[config.mk]
export PLATFORM = sky130hd
export DESIGN_NAME = ram_block_reader
export DESIGN_NICKNAME = d
export VERILOG_FILES = /design/src/rtl/ram_reader_pkg.sv /design/src/rtl/ram_reader_fifo.sv /design/src/rtl/ram_block_reader.sv
export SDC_FILE = /design/constraint.sdc
export NUM_CORES = 1
export LEC_CHECK = 0
export CAP_MARGIN = 15
export CORE_MARGIN = 1
export CORE_UTILIZATION = 65
export DETAILED_ROUTE_END_ITERATION = 8
export DONT_BUFFER_PORTS = 1
export GPL_ROUTABILITY_DRIVEN = 0
export HOLD_SLACK_MARGIN = 0.12
export MAX_ROUTING_LAYER = met4
export PLACE_DENSITY = 0.77
export SETUP_SLACK_MARGIN = 0.02
export SLEW_MARGIN = 20
export SYNTH_ARGS = -nofsm -noshare
export SYNTH_HDL_FRONTEND = slang
export SYNTH_HIERARCHICAL = 1
export SYNTH_SLANG_ARGS = --single-unit
[constraint.sdc]
create_clock -name clk -period 11.5 [get_ports clk]
set_input_delay 2.3 -clock clk [delete_from_list [all_inputs] [get_ports clk]]
set_output_delay 2.3 -clock clk [all_outputs]
set_load 0.02 [all_outputs]
[src/rtl/ram_reader_pkg.sv]
// rtl/ram_reader_pkg.sv - shared widths, FSM state type and RAM timing for the block reader
//
// Purpose : common definitions imported by ram_block_reader and ram_reader_fifo.
// Contents: default widths, RAM read latency, reader FSM state enum.
package ram_reader_pkg;

    localparam int ADDR_W_DEF       = 10;
    localparam int DATA_W_DEF       = 32;
    localparam int LEN_W_DEF        = 11;
    localparam int FIFO_DEPTH_DEF   = 4;

    // The on-chip RAM returns data exactly one cycle after the request,
    // which is why a single in-flight flag is enough to track outstanding reads.
    localparam int RAM_READ_LATENCY = 1;

    typedef enum logic [1:0] {
        IDLE  = 2'd0,
        READ  = 2'd1,
        DRAIN = 2'd2
    } state_t;

endpackage

[src/rtl/ram_reader_fifo.sv]
// rtl/ram_reader_fifo.sv - output skid FIFO with fall-through of the incoming word
//
// Purpose : DEPTH-entry synchronous FIFO between RAM read data and the stream.
//           When empty, the word being pushed is visible on head in the same
//           cycle, so the stream sees RAM data without an extra register stage.
// Ports   : clk, reset       - clock, synchronous active-high reset (flushes)
//           push, push_data  - write strobe and data
//           pop              - consume head (only when head_valid)
//           head, head_valid - current head word and its valid
//           count            - number of stored entries (bypassed word excluded)
module ram_reader_fifo
    import ram_reader_pkg::*;
#(
    parameter int DEPTH  = FIFO_DEPTH_DEF,
    parameter int DATA_W = DATA_W_DEF
) (
    input  logic                     clk,
    input  logic                     reset,
    input  logic                     push,
    input  logic [DATA_W-1:0]        push_data,
    input  logic                     pop,
    output logic [DATA_W-1:0]        head,
    output logic                     head_valid,
    output logic [$clog2(DEPTH):0]   count
);

    localparam int PTR_W = $clog2(DEPTH);
    localparam int CNT_W = PTR_W + 1;

    logic [DATA_W-1:0] mem [DEPTH];
    logic [PTR_W-1:0]  wr_ptr;
    logic [PTR_W-1:0]  rd_ptr;
    logic              empty;
    logic              bypass;
    logic              wr_en;
    logic              rd_en;

    assign empty  = (count == '0);
    // Word arrives and leaves in the same cycle while empty: never stored.
    assign bypass = empty & push & pop;
    assign wr_en  = push & ~bypass;
    assign rd_en  = pop & ~empty;

    assign head       = empty ? push_data : mem[rd_ptr];
    assign head_valid = ~empty | push;

    always_ff @(posedge clk) begin
        if (wr_en) begin
            mem[wr_ptr] <= push_data;
        end
    end

    always_ff @(posedge clk) begin
        if (reset) begin
            wr_ptr <= '0;
            rd_ptr <= '0;
            count  <= '0;
        end else begin
            if (wr_en) begin
                wr_ptr <= wr_ptr + PTR_W'(1);
            end
            if (rd_en) begin
                rd_ptr <= rd_ptr + PTR_W'(1);
            end
            count <= count + CNT_W'(wr_en) - CNT_W'(rd_en);
        end
    end

endmodule

[src/rtl/ram_block_reader.sv]
// rtl/ram_block_reader.sv - Avalon-MM block read master feeding an Avalon-ST stream
//
// Purpose : reads `length` consecutive words starting at `base_addr` from the
//           1-cycle-latency on-chip RAM and streams them out in address order.
// Ports   : clk, reset                      - clock, synchronous active-high reset
//           start, base_addr, length        - command (accepted only when idle)
//           busy, done                      - status (done is a one-cycle pulse)
//           m_address, m_chipselect,
//           m_write, m_byteenable, m_clken,
//           m_readdata                      - RAM master port
//           st_data, st_valid, st_ready     - output stream
module ram_block_reader
    import ram_reader_pkg::*;
#(
    parameter int ADDR_W     = ADDR_W_DEF,
    parameter int DATA_W     = DATA_W_DEF,
    parameter int LEN_W      = LEN_W_DEF,
    parameter int FIFO_DEPTH = FIFO_DEPTH_DEF
) (
    input  logic              clk,
    input  logic              reset,
    input  logic              start,
    input  logic [ADDR_W-1:0] base_addr,
    input  logic [LEN_W-1:0]  length,
    output logic              busy,
    output logic              done,
    output logic [ADDR_W-1:0] m_address,
    output logic              m_chipselect,
    output logic              m_write,
    output logic [3:0]        m_byteenable,
    output logic              m_clken,
    input  logic [DATA_W-1:0] m_readdata,
    output logic [DATA_W-1:0] st_data,
    output logic              st_valid,
    input  logic              st_ready
);

    localparam int CNT_W = $clog2(FIFO_DEPTH) + 1;

    state_t            state;
    logic [ADDR_W-1:0] addr_q;
    logic [LEN_W-1:0]  remaining;
    logic              inflight;
    logic [CNT_W-1:0]  fifo_count;
    logic              pop;
    logic              issue;
    logic [CNT_W:0]    occupancy;

    assign m_write      = 1'b0;
    assign m_byteenable = 4'hF;
    assign m_clken      = 1'b1;

    assign pop = st_valid & st_ready;

    // Words that will be held after this cycle: stored + arriving - leaving.
    // A new request lands next cycle, so it needs occupancy < FIFO_DEPTH.
    assign occupancy = {1'b0, fifo_count}
                     + {{CNT_W{1'b0}}, inflight}
                     - {{CNT_W{1'b0}}, pop};

    assign issue = (state == READ) && (remaining != '0)
                && (occupancy < (CNT_W+1)'(FIFO_DEPTH));

    assign m_chipselect = issue;
    assign m_address    = addr_q;

    // Read data returns one cycle after the request: push it then.
    ram_reader_fifo #(
        .DEPTH  (FIFO_DEPTH),
        .DATA_W (DATA_W)
    ) u_fifo (
        .clk        (clk),
        .reset      (reset),
        .push       (inflight),
        .push_data  (m_readdata),
        .pop        (pop),
        .head       (st_data),
        .head_valid (st_valid),
        .count      (fifo_count)
    );

    always_ff @(posedge clk) begin
        if (reset) begin
            state     <= IDLE;
            addr_q    <= '0;
            remaining <= '0;
            inflight  <= 1'b0;
            busy      <= 1'b0;
            done      <= 1'b0;
        end else begin
            done     <= 1'b0;
            inflight <= issue;
            case (state)
                IDLE: begin
                    if (start) begin
                        addr_q    <= base_addr;
                        remaining <= length;
                        if (length == '0) begin
                            done <= 1'b1;
                        end else begin
                            state <= READ;
                            busy  <= 1'b1;
                        end
                    end
                end
                READ: begin
                    if (issue) begin
                        addr_q    <= addr_q + ADDR_W'(1);
                        remaining <= remaining - LEN_W'(1);
                        if (remaining == LEN_W'(1)) begin
                            state <= DRAIN;
                        end
                    end
                end
                DRAIN: begin
                    // Finish on the cycle the last word leaves, so done lands
                    // one cycle after the final stream accept.
                    if (occupancy == '0) begin
                        done  <= 1'b1;
                        busy  <= 1'b0;
                        state <= IDLE;
                    end
                end
                default: begin
                    state <= IDLE;
                    busy  <= 1'b0;
                end
            endcase
        end
    end

endmodule

==> flow_metrics.env, run 1 <==
export IMPL_status="finished clean"
export IMPL_required_ns=9.20
export IMPL_startpoint_type="primary input"
export IMPL_grt_busiest_layer="met2"
export IMPL_worst_slack_ns=4.50
export IMPL_clk_pin_slew_worst_paths_ns=0.06
export IMPL_dpl_hpwl_mm=8.29
export IMPL_dpl_worst_slack_ns=4.51
export IMPL_drt_iter0_drc=211
export IMPL_syn_area_um2=7270
export IMPL_num_fill_cells=663
export IMPL_p_leak_nw=2.58
export IMPL_fp_dieW_um=108
export IMPL_powerDensity_nw_per_um2=229
export IMPL_cts_setup_buffers=0
export IMPL_grt_pass1_vias=4083
export IMPL_grt_usage_pct=24.9
export IMPL_cts_hold_buf=0
export IMPL_grt_use_met3_pct=7.69
export IMPL_ant_nets=0
export IMPL_num_rows=38
export IMPL_yosys_warnings=6
export IMPL_yosysUniqueCellTypes=60
export IMPL_cts_buffers=17
export IMPL_ios=109
export IMPL_grt_pass1_wl_mm=20.6
export IMPL_crit_slowest_cell="or4_1"
export IMPL_cp_end_kind="output port"
export IMPL_via_per_inst=6.44
export IMPL_drv_slew=0
export IMPL_critical_path_cell_chain="and2_1, ha_1, inv_1, ha_1, inv_1, fa_1, xor2_1, o211ai_1, or4_1, inv_4"
export IMPL_start_util_pct=66.8
export IMPL_fin_tns_setup_ns=0
export IMPL_layout_commonest_cell="edfxtp_1"
export IMPL_slew_headroom_pct=27.2
export IMPL_clock_path_buffers=2
export IMPL_wirelength_mm=13.1
export IMPL_use_met2_pct=39.6
export IMPL_yosysSeqAreaShare_pct=62.5
export IMPL_clkLatencyLatePin_ns=0.53
export IMPL_drive_gt1_share_pct=21.9
export IMPL_synth_cells=482
export IMPL_cts_tree="done"
export IMPL_syn_to_final_growth_pct=7.63
export IMPL_hold_viol=0
export IMPL_antenna_found_initial=1
export IMPL_drtPass1Iterations=5
export IMPL_fmax_ghz=0.143
export IMPL_seqCellArea_um2=4550
export IMPL_async_flop_share_pct=0
export IMPL_cts_htree_levels=4
export IMPL_tightest_slew_ns=1.09
export IMPL_detail_route_wl_per_cell_um=20.7
export IMPL_synth_seq_cells=163
export IMPL_cp_slowest_stage_delay_ns=0.72
export IMPL_worstPathArrival_ns=4.70
export IMPL_fin_nets=553
export IMPL_min_period_over_period_pct=60.9
export IMPL_hold_path_class="flop to flop"
export IMPL_gr_total_overflow=0
export IMPL_synth_flop_cell="edfxtp_1"
export IMPL_cts_resized=0
export IMPL_p_total_mw=1.79
export IMPL_cap_viol_max_count=0
export IMPL_via_count=4085
export IMPL_crit_fanout=10
export IMPL_min_period_ns=7.00
export IMPL_final_util_pct=71.8
export IMPL_die_y_um=108
export IMPL_final_cell_mix="edfxtp_1 (128), dfxtp_1 (34), nor2_1 (33), mux2_2 (33), mux4_2 (32)"
export IMPL_cts_root_buf="clkbuf_8"
export IMPL_cts_sink_count=163
export IMPL_io_buffer_count=0
export IMPL_fin_skew_ns=0.0140
export IMPL_drc_errors=0
export IMPL_multi_input_area_um2=2460
export IMPL_die_area_um2=11600
export IMPL_grt_use_met1_pct=30.5
export IMPL_coreArea_um2=10900
export IMPL_synth_edff_count=128
export IMPL_rsz0062_at_grt="false"
export IMPL_ir_drop_v=0.000127
export IMPL_grt_max_degree=35
export IMPL_syn_area_per_cell_um2=15.1
export IMPL_path_class="primary input to output port"
export IMPL_setup_violations_final=0
per-stage QoR:
stage	area, um^2	hold WS, ns	instances
6_report	7820	0.471	634
3_3_place_gp	7300	0.456	601
3_5_place_dp	7300	0.460	601
2_1_floorplan	7280	0.451	486
5_1_grt	7820	0.500	634
4_1_cts	7820	0.469	633
kinds of logic after synthesis:
group | count (synthesis) | synth area share [%]
flops | 163 | 62.5
buf+inv | 49 | 3.84
mux | 67 | 15.3
simple gates | 109 | 7.75
fa+ha+maj | 16 | 2.96
compound gates | 70 | 6.80
xor+xnor | 6 | 0.723
other cells | 2 | 0.103
metal layers:
metal  vias to the layer above  part of all wire (%)  wire length (um)
li1                       1865                     -                 -
met1                      2047                    41              5420
met2                       156                    50              6590
met3                        17                   7.3               954
met4                         0                   1.3               169
met5                         -                     0                 0
sequential cells by signal (all words and copies together) (netlist names), named ones only:
register and cells:
u_fifo/wr_ptr 2, busy 1, remaining 11, m_address 10
done 1, inflight 1, u_fifo/rd_ptr 2, u_fifo/count 3
state 2, u_fifo/mem 128
power breakdown:
group / switching [mW] / internal, mW / total, mW
Sequential: 0.0556 / 0.691 / 0.747
Combinational: 0.337 / 0.213 / 0.550
Clock: 0.229 / 0.266 / 0.495
Total: 0.622 / 1.17 / 1.79
cell usage after synthesis (8+ instances only):
cell type	instances	area, um^2
nor2_1	33	124
nand2_1	21	78.8
edfxtp_1	128	3840
mux2_2	33	372
mux4_2	32	721
nor3_1	8	40.0
clkbuf_1	9	33.8
ha_1	14	175
inv_1	17	63.8
dfxtp_1	35	701
a21oi_1	18	90.1
and2_1	8	50.1
worst max-delay path: cells and delay by family:
family                     cells  cell delay [ns]
buffers and inverters          3             0.36
xor gates and xnor gates       1             0.15
and+or+nand+nor                2             0.88
adders and majority gates      3             0.86
AOI/OAI and AO/OA              1             0.13
area by class of cell:
cell class	instances	area share (%)
Sequential cell	163	58.1
Multi-Input combinational cell	274	31.5
Clock buffer	17	5.29
Tap cell	140	2.24
Clock inverter	15	1.39
Inverter	18	0.896
Timing Repair Buffer	6	0.576
Antenna cell	1	0.0320
final timing paths:
path,from,to,slack [ns],cells after the start
worst min register to register,remaining[9]$_SDFFE_PP0P_,remaining[9]$_SDFFE_PP0P_,0.47,2
worst max register to register,u_fifo/count[1]$_SDFF_PP0_,remaining[9]$_SDFFE_PP0P_,7.01,14
worst min-delay path,remaining[9]$_SDFFE_PP0P_,remaining[9]$_SDFFE_PP0P_,0.47,2
worst max-delay path,st_ready,m_chipselect,4.50,10
No activity file was read; power rests on OpenSTA's default activity.
==> run 2: changes to the inputs <==
Settings changed: ABC_AREA set to 1, CORE_UTILIZATION 65 to 64, PLACE_DENSITY 0.77 to 0.76.
Clock period 11.5 ns to 7.35 ns, I/O delays scaled along.
==> run 2 against run 1 <==
Global-route usage up 0.69 points; via count increased by 41%; worst setup slack got worse by 2.5 ns; sequential cell count did not move; routed wire length increased by 17%; register-to-register slack worse by 3.5 ns; total power up 85%; non-clock buffer count down 2; core utilization shrank 0.15 points; clock power up 71%; critical path type is now flop to output port.
==> flow_metrics.env, run 2 <==
export IMPL_status="finished clean"
export IMPL_cts_buffers=17
export IMPL_drt_iter0_drc=363
export IMPL_num_rows=40
export IMPL_required_ns=5.88
export IMPL_start_util_pct=66.7
export IMPL_synthTopCellsByArea="edfxtp_1 (47%), nand2_1 (15%), nor2_1 (9.6%)"
export IMPL_fin_nets=1042
export IMPL_coreArea_um2=12200
export IMPL_crit_path_end="m_chipselect"
export IMPL_worstReg2RegEnd="remaining[0]$_SDFFE_PP0P_"
export IMPL_syn_to_final_growth_pct=7.55
export IMPL_cts_setup_buffers=0
export IMPL_cts_root_buf="clkbuf_16"
export IMPL_grt_usage_pct=25.6
export IMPL_drtPass1Iterations=5
export IMPL_startpoint_type="flop"
export IMPL_path_class="flop to output port"
export IMPL_yosysTopAreaCell="edfxtp_1"
export IMPL_yosysUniqueCellTypes=33
export IMPL_clk_pin_slew_worst_paths_ns=0.06
export IMPL_synth_cells=984
export IMPL_clkLatencyLatePin_ns=0.42
export IMPL_slew_headroom_pct=24.7
export IMPL_fin_skew_ns=0.00536
export IMPL_fmax_ghz=0.188
export IMPL_synth_seq_cells=163
export IMPL_dpl_cell_area_um2=8120
export IMPL_yosysSeqAreaShare_pct=56.0
export IMPL_dpl_hpwl_mm=9.10
export IMPL_cts_tree="done"
export IMPL_worstPathArrival_ns=3.85
export IMPL_yosysMostFrequentCell="nand2_1"
export IMPL_gr_total_overflow=0
export IMPL_hold_viol=0
export IMPL_cp_startpoint="u_fifo/count[1]$_SDFF_PP0_"
export IMPL_die_y_um=115
export IMPL_synth_flop_cell="edfxtp_1"
export IMPL_cts_hold_buf=0
export IMPL_ff2ff_setup_slack_ns=3.53
export IMPL_cp_end_kind="output port"
export IMPL_setup_violations_final=0
export IMPL_drv_slew=0
export IMPL_min_period_ns=5.32
export IMPL_final_util_pct=71.7
export IMPL_cts_sink_count=163
export IMPL_grt_pass1_vias=5334
export IMPL_rsz0062_at_grt="false"
export IMPL_grt_max_degree=125
export IMPL_syn_area_per_cell_um2=8.24
export IMPL_r2r_start="u_fifo/count[1]$_SDFF_PP0_"
export IMPL_detail_route_wl_per_cell_um=13.3
export IMPL_via_per_inst=5.01
export IMPL_min_period_over_period_pct=72.4
export IMPL_ir_drop_v=0.000232
export IMPL_drc_errors=0
export IMPL_ant_nets=0
export IMPL_p_leak_nw=3.76
export IMPL_final_area_um2=8720
export IMPL_clock_path_buffers=2
export IMPL_crit_fanout=37
export IMPL_largest_reg_flops=128
export IMPL_drive_gt1_share_pct=6.01
export IMPL_fin_hold_ws_ns=0.505
export IMPL_syn_area_um2=8110
export IMPL_via_count=5763
export IMPL_cts_htree_levels=4
export IMPL_wirelength_mm=15.3
export IMPL_io_buffer_count=0
export IMPL_hold_path_class="flop to flop"
export IMPL_yosys_warnings=6
export IMPL_antenna_found_initial=1
export IMPL_final_cell_mix="nand2_1 (333), nor2_1 (203), edfxtp_1 (128)"
export IMPL_layout_commonest_cell="nand2_1"
export IMPL_grt_pass1_wl_mm=24.6
export IMPL_ff2ff_path_depth=18
export IMPL_fin_tns_setup_ns=0
export IMPL_cts_resized=0
export IMPL_fp_dieW_um=115
export IMPL_cap_viol_max_count=0
export IMPL_async_flop_share_pct=0
export IMPL_regMostFlops="u_fifo/mem"
export IMPL_powerDensity_nw_per_um2=380
export IMPL_die_area_um2=13100
export IMPL_synth_edff_count=128
export IMPL_tightest_slew_ns=1.13
export IMPL_synth_common_cells="nand2_1 (333), nor2_1 (207), edfxtp_1 (128), inv_1 (113), dfxtp_1 (35)"
export IMPL_ios=109
export IMPL_synth_top_cell_area_share_pct=47.4
run 2: cell types whose count changed after synthesis, moves of 24 or more:
| cell | before | now |
|---|---|---|
| inv_1 | 17 | 113 |
| mux2_2 | 33 | 0 |
| mux4_2 | 32 | 0 |
| nand2_1 | 21 | 333 |
| nand3_1 | 7 | 31 |
| nor2_1 | 33 | 207 |
run 2: routing by layer:
metal / up-vias / global-route usage (%) / part of all wire (%)
li1: 3021 / - / -
met1: 2564 / 30.6 / 45
met2: 158 / 41.8 / 48
met3: 20 / 6.46 / 6.2
met4: 0 / 9.78 / 1.4
met5: - / - / 0
run 2: area by class of cell:
class | count | area [um^2]
multi-input cells | 666 | 2890
clock buffers | 19 | 453
inverters | 117 | 444
repair buffers | 4 | 46.3
fillers | 954 | 3440
flip-flops and latches | 163 | 4550
diodes | 1 | 2.50
well taps | 168 | 210
clock inverters | 13 | 125
run 2: worst min path at each step:
stage	from	slack, ns	to	cells after the start
finish	u_fifo/rd_ptr[1]$_SDFFE_PP0P_	0.50	u_fifo/rd_ptr[1]$_SDFFE_PP0P_	2
global placement	u_fifo/rd_ptr[1]$_SDFFE_PP0P_	0.49	u_fifo/rd_ptr[1]$_SDFFE_PP0P_	2
floorplan	u_fifo/rd_ptr[1]$_SDFFE_PP0P_	0.46	flop	2
detailed placement	u_fifo/rd_ptr[1]$_SDFFE_PP0P_	0.49	u_fifo/rd_ptr[1]$_SDFFE_PP0P_	2
CTS	u_fifo/rd_ptr[1]$_SDFFE_PP0P_	0.50	u_fifo/rd_ptr[1]$_SDFFE_PP0P_	2
global route	u_fifo/rd_ptr[1]$_SDFFE_PP0P_	0.53	flop	2
run 2: critical path: stages, from the launching register on:
cell and delay (ns):
dfxtp_1 0.40, nor2_2 0.15, nand2_2 0.50, or2_2 0.58, nand2_1 0.09, inv_1 0.08, ha_1 0.28, inv_1 0.06
ha_1 0.16, inv_1 0.06, fa_1 0.37, xor2_1 0.20, nand2_1 0.09, nor2_2 0.14, nand2_4 0.10, inv_1 0.18
run 2: through the flow:
step	setup WS (ns)	cells	power, mW
after global routing	1.71	1151	3.53
after CTS	1.95	1149	3.33
after detailed placement	2.41	1117	2.49
after floorplan	2.80	988	2.29
final	2.03	1151	3.31
after global placement	2.53	1117	2.47
run 2: cells by family after synthesis:
| family | Yosys count | synth area share [%] |
|---|---|---|
| and+or+nand+nor | 590 | 28.7 |
| DFF | 163 | 56.0 |
| buffers and inverters | 159 | 8.86 |
| AOI/OAI and AO/OA | 50 | 3.19 |
| adders and majority gates | 16 | 2.65 |
| xor gates and xnor gates | 4 | 0.432 |
| other | 2 | 0.0926 |
run 2: where the power goes:
group	switching, mW	internal, mW
Clock	0.356	0.488
Combinational	0.925	0.310
Sequential	0.114	1.12
Total	1.40	1.91
